`src/rtl/shift_seq.sv`:
```
// Multi-step rotate sequencer: latches a command, drives the shifter select
// lines one rotate per clock and returns the final result with a done pulse.
module shift_seq #(
  parameter int CNT_W = 4
) (
  input  logic             clk,
  input  logic             rst_n,
  input  logic             start,
  input  logic             dir,
  input  logic [CNT_W-1:0] cnt,
  input  logic [7:0]       din,
  output logic             busy,
  output logic             done,
  output logic [7:0]       dout,
  output logic             cf_out,
  output logic             fbus,
  output logic             flbus,
  output logic             frbus,
  output logic [7:0]       a,
  input  logic [7:0]       w,
  input  logic             cf
);

  typedef enum logic [1:0] {IDLE, RUN, PASS, DONE} state_t;

  state_t           state_q, state_d;
  logic [7:0]       data_q, data_d;
  logic             carry_q, carry_d;
  logic [CNT_W-1:0] rem_q, rem_d;
  logic             dir_q, dir_d;

  always_ff @(posedge clk or negedge rst_n) begin
    if (!rst_n) begin
      state_q <= IDLE;
      data_q  <= 8'h00;
      carry_q <= 1'b0;
      rem_q   <= '0;
      dir_q   <= 1'b0;
    end else begin
      state_q <= state_d;
      data_q  <= data_d;
      carry_q <= carry_d;
      rem_q   <= rem_d;
      dir_q   <= dir_d;
    end
  end

  // w is only captured in RUN/PASS; in IDLE/DONE the shifter floats it.
  always_comb begin
    state_d = state_q;
    data_d  = data_q;
    carry_d = carry_q;
    rem_d   = rem_q;
    dir_d   = dir_q;
    fbus    = 1'b0;
    flbus   = 1'b0;
    frbus   = 1'b0;
    done    = 1'b0;
    case (state_q)
      IDLE: begin
        if (start) begin
          data_d  = din;
          dir_d   = dir;
          rem_d   = cnt;
          carry_d = 1'b0;
          state_d = (cnt == '0) ? PASS : RUN;
        end
      end
      RUN: begin
        flbus   = ~dir_q;
        frbus   = dir_q;
        data_d  = w;
        carry_d = cf;
        rem_d   = rem_q - 1'b1;
        if (rem_q == CNT_W'(1)) state_d = DONE;
      end
      PASS: begin
        fbus    = 1'b1;
        data_d  = w;
        carry_d = cf;
        state_d = DONE;
      end
      DONE: begin
        done    = 1'b1;
        state_d = IDLE;
      end
      default: state_d = IDLE;
    endcase
  end

  assign busy   = (state_q != IDLE);
  assign a      = data_q;
  assign dout   = data_q;
  assign cf_out = carry_q;

endmodule
```
`config.mk`:
```
export PLATFORM = sky130hd
export DESIGN_NAME = shift_seq
export DESIGN_NICKNAME = d
export VERILOG_FILES = /design/src/rtl/shift_seq.sv
export SDC_FILE = /design/constraint.sdc
export NUM_CORES = 1
export LEC_CHECK = 0
export CAP_MARGIN = 20
export CORE_ASPECT_RATIO = 1.1
export CORE_MARGIN = 4
export CORE_UTILIZATION = 45
export CTS_CLUSTER_DIAMETER = 50
export DETAILED_ROUTE_END_ITERATION = 12
export GPL_ROUTABILITY_DRIVEN = 0
export PLACE_DENSITY = 0.88
export SLEW_MARGIN = 10
export SYNTH_ARGS = -nofsm -noshare
export SYNTH_HDL_FRONTEND = slang
export SYNTH_SLANG_ARGS = --single-unit
```
`constraint.sdc`:
```
create_clock -name clk -period 3.3 [get_ports clk]
set_input_delay 0.495 -clock clk [delete_from_list [all_inputs] [get_ports clk]]
set_output_delay 0.495 -clock clk [all_outputs]
set_load 0.01 [all_outputs]
```
### Yosys cells after proc, flatten, opt, wreduce, memory -nomap -nowiden

Cells that the tools add are included.

| operators by class | value |
|---|---|
| $add $sub $neg | 1 |
| equality and inequality tests | 6 |
| mux-type cells | 14 |
| bitwise logic cells | 1 |
| reductions and logical operators | 10 |

Operator list:

| kind | number |
|---|---|
| $pmux W8 S2 | 1 |
| $mux W8 | 1 |
| $pmux W2 S4 | 1 |
| $pmux W4 S2 | 1 |
| $reduce_and A2 Y1 | 4 |
| $mux W2 | 3 |
| $reduce_bool A2 Y1 | 3 |
| $mux W1 | 5 |
| $eq A2 B2 Y1 const B | 2 |
| $eq A4 B1 Y1 const B | 1 |
| $logic_not A4 Y1 | 1 |
| $mux W4 | 1 |
| $ne A2 B2 Y1 const B | 2 |
| $sub A4 B1 Y4 const B | 1 |
| $eq A2 B1 Y1 const B | 1 |
| $logic_not A2 Y1 | 1 |
| $pmux W1 S2 | 1 |
| $reduce_or A2 Y1 | 1 |
| $not A1 Y1 | 1 |

| storage, ports and cells | value |
|---|---|
| register bits after elaboration | 16 |
| bits of input ports | 25 |
| word-level logic and storage cells | 37 |

### Depth between registers and ports, before layout

| depth | value |
|---|---|
| depth after elaboration | 4 |
| gate-level depth with buffers | 7 |
| mapped depth without buffers | 5 |

### Worst setup path after synthesis

OpenSTA, ideal clock, no wires.

| timing | value |
|---|---|
| path kind | reg2out |
| start point | register state_q[1] |
| end point | output flbus |
| arrival | 1.156 ns |
| path slack | 1.649 ns |
| cell stages (with the launch flop) | 6 |
| path buffers | 1 |
| cells stage by stage | dfrtp_1 -> inv_1 -> ha_1 -> clkbuf_1 -> inv_1 -> nor2_1 |

| between the ends | value |
|---|---|
| word-level cells in the longest chain between the ends | 2 |

RTL lines:

| element | RTL line | source |
|---|---|---|
| from (decl) | 26 | `state_t state_q, state_d;` |
| from (signal assigned) | 40 | `state_q <= state_d;` |
| $eq A2 B1 Y1 | 59 | `case (state_q)` |
| $mux W1 | 59 |  |
| to (decl) | 17 | `output logic flbus,` |

Every way passes these cells.

### Worst setup path in the final report

| timing | value |
|---|---|
| start point | register state_q[0] |
| end point | output busy |

| between the ends | value |
|---|---|
| word-level cells in the longest chain between the ends | 1 |

RTL lines:

| element | RTL line | source |
|---|---|---|
| $reduce_bool A2 Y1 | 91 | `assign busy = (state_q != IDLE);` |
| to (decl) | 12 | `output logic busy,` |

Every way passes these cells.

==> flow_summary.toml <==
[outcome]
status = "finished, final reports clean"

[sta]
setup_ws_ps = 646
period_share_pct = 80.4
finalSetupViolCount = 0
slew_viol_final = 0
skew_ps = 4.44
maxSlewHeadroom_pct = 47.5
holdWs_ps = 532
tns_ps = 0
rsz0062_at_grt = "no"
finalCriticalPeriod_ps = 2650
worst_slew_pin_slew_ps = 787
clock.fmax_mhz = 377
hold_viol = 0

[finish]
drive_gt1_share_pct = 4.70
layout_commonest_cell = "clkdlybuf4s50_1"
diodes = 0
nets = 182
syn_to_final_growth_pct = 41.1
mostFrequentLayoutCells = "clkdlybuf4s50_1, dfrtp_1, a21oi_1"

[cts]
clkTransAtPathRegs_ps = 100
clk_path_buf_depth = 2
cts_setup_buffers = 0
clock_latency_ps = 300
cts_resized = 0
cts_sinks = 16
cts_tree = "built"
post_cts_hold_buffer_count = 0
cts_made_buffers = 3
cts-root-buf = "clkbuf_4"
h-tree-depth = 1

[global_route]
grtUsageTotal_pct = 18.5
antenna_found_initial = 0
overflow = 0
grt_max_degree = 28
first_global_vias = 963
grt_pass1_wl_mm = 4.40

[logic_synthesis]
yosysUniqueCellTypes = 32
synth_warnings = 0
yosys.area.top_type = "dfrtp_1"
netlist_instances = 115
synth_area_sq_mm = 0.00107
synth_area_leaders = "dfrtp_1, ha_1, a221o_1"
synth_nets = 147
synth.avg_cell_area_sq_um = 9.28
synth_top_area_share_pct = 37.5
ys_seq_area_share_pct = 37.5
synth-seq-cells = 16

[drt]
detail_route.wl_per_cell_microns = 16.0
drc = 0
drt_iter0_markers = 35
drt-total-wl_mm = 2.86
first_pass_iters = 6
vias = 1043
antenna_left = 0
vias_per_cell = 5.83

[setup_path]
worstReg2RegEnd = "state_q[0]$_DFFE_PN0P_"
cp.arrival_ps = 2160
reg2regPathDepth = 5
critPathRequiredTime_ps = 2800
critPathMaxFanout = 27
end_kind = "output port"
cp-start-kind = "flop"
ff2ff_setup_slack_ps = 1010
critPathKind = "flop to output port"
r2r_start = "state_q[0]$_DFFE_PN0P_"

[floorplanning]
die_h_microns = 59.1
die_x_microns = 54.4
dieArea_sq_mm = 0.00322
io_pins = 47
start_util_pct = 47.4
core_sq_mm = 0.00225
row_count = 18

[power_and_ir_drop]
total_power_w = 0.00152
power_density_mw_per_mm2 = 1010
irDropWorstVdd_uv = 654
total_leakage_power_nw = 0.619

[worst_hold_path]
hold_path_depth = 1
min_to = "dir_q$_DFFE_PN0P_"
hold_path_class = "flop to flop"
worstHoldStart = "dir_q$_DFFE_PN0P_"

[place]
io_buffer_count = 46
post-dp-hpwl_mm = 2.20
dp_slack_ps = 975

[job]
max_cap_violations = 0
[state kept, by name (all words and copies together), names as in the netlist]
name,count
cf_out,1
dir_q,1
state_q,2
rem_q,4
a,8
[logic make-up after synthesis]
logic type | Yosys count | synth area share (%)
compound gates | 32 | 21.6
buf+inv | 22 | 11.0
mux | 4 | 3.99
flops | 16 | 37.5
simple gates | 34 | 17.7
fa+ha+maj | 7 | 8.21
[how the worst max path moves through the flow]
stage                           startpoint  cells after the start                     end  slack (ps)
floorplan           state_q[1]$_DFFE_PN0P_                      5                   flbus        1650
global placement                     start                      4  state_q[0]$_DFFE_PN0P_        1060
detailed placement  state_q[1]$_DFFE_PN0P_                      4                    busy         970
CTS                 state_q[1]$_DFFE_PN0P_                      4                    busy         640
global route        state_q[1]$_DFFE_PN0P_                      4                    busy         520
finish              state_q[0]$_DFFE_PN0P_                      4                    busy         650
[metrics by stage]
stage                     util (%)  area [sq um]  cells
after detailed placement      65.3          1470    175
after CTS                     66.9          1510    179
after global routing          66.9          1510    179
after floorplan                  -          1070    115
final                         66.9          1510    179
after global placement        65.3          1470    175
[power by group]
| group | switching [W] | internal, W | total, W | leakage, nW |
|---|---|---|---|---|
| Combinational | 0.000462 | 0.000516 | 0.000978 | 0.404 |
| Clock | 0.0000671 | 0.0000673 | 0.000134 | 0.0210 |
| Sequential | 0.000103 | 0.000302 | 0.000405 | 0.194 |
| Total | 0.000632 | 0.000886 | 0.00152 | 0.619 |
[metal layers]
metal	track usage [%]	up-vias	wire length [microns]	share of wire, %
met3	4.03	16	272	9.5
li1	-	478	-	-
met5	0	-	0	0
met2	31.1	67	1440	50
met4	10.3	0	99	3.5
met1	21.3	482	1040	37
[synth_stat cells, drive strengths merged]
cell type	n
a21oi	12
a221o	8
a22o	1
and2	2
and2b	1
and3	1
buf	12
clkbuf	4
dfrtp	16
ha	7
inv	6
mux2	2
mux2i	2
nand2	3
nand2b	9
nand3	8
nand4	1
nor2	4
nor2b	1
nor4	1
o211ai	2
o21ai	4
o221ai	2
o311ai	1
o31a	1
o31ai	1
or2	1
or3	1
or3b	1
[final cells by class]
type                       instances  area, sq um
timing repair buffer              46          460
clock buffer                       4         36.3
tap                               30         37.5
multi-input combinational         77          549
sequential                        16          400
inverter                           6         22.5
fill                             174          746
[critical path, stage by stage, from the launching register on]
cell and delay, ps:
dfrtp_1 430, inv_1 120, ha_1 680, inv_1 120
clkdlybuf4s50_1 510
(Power assumes the default switching activity.)
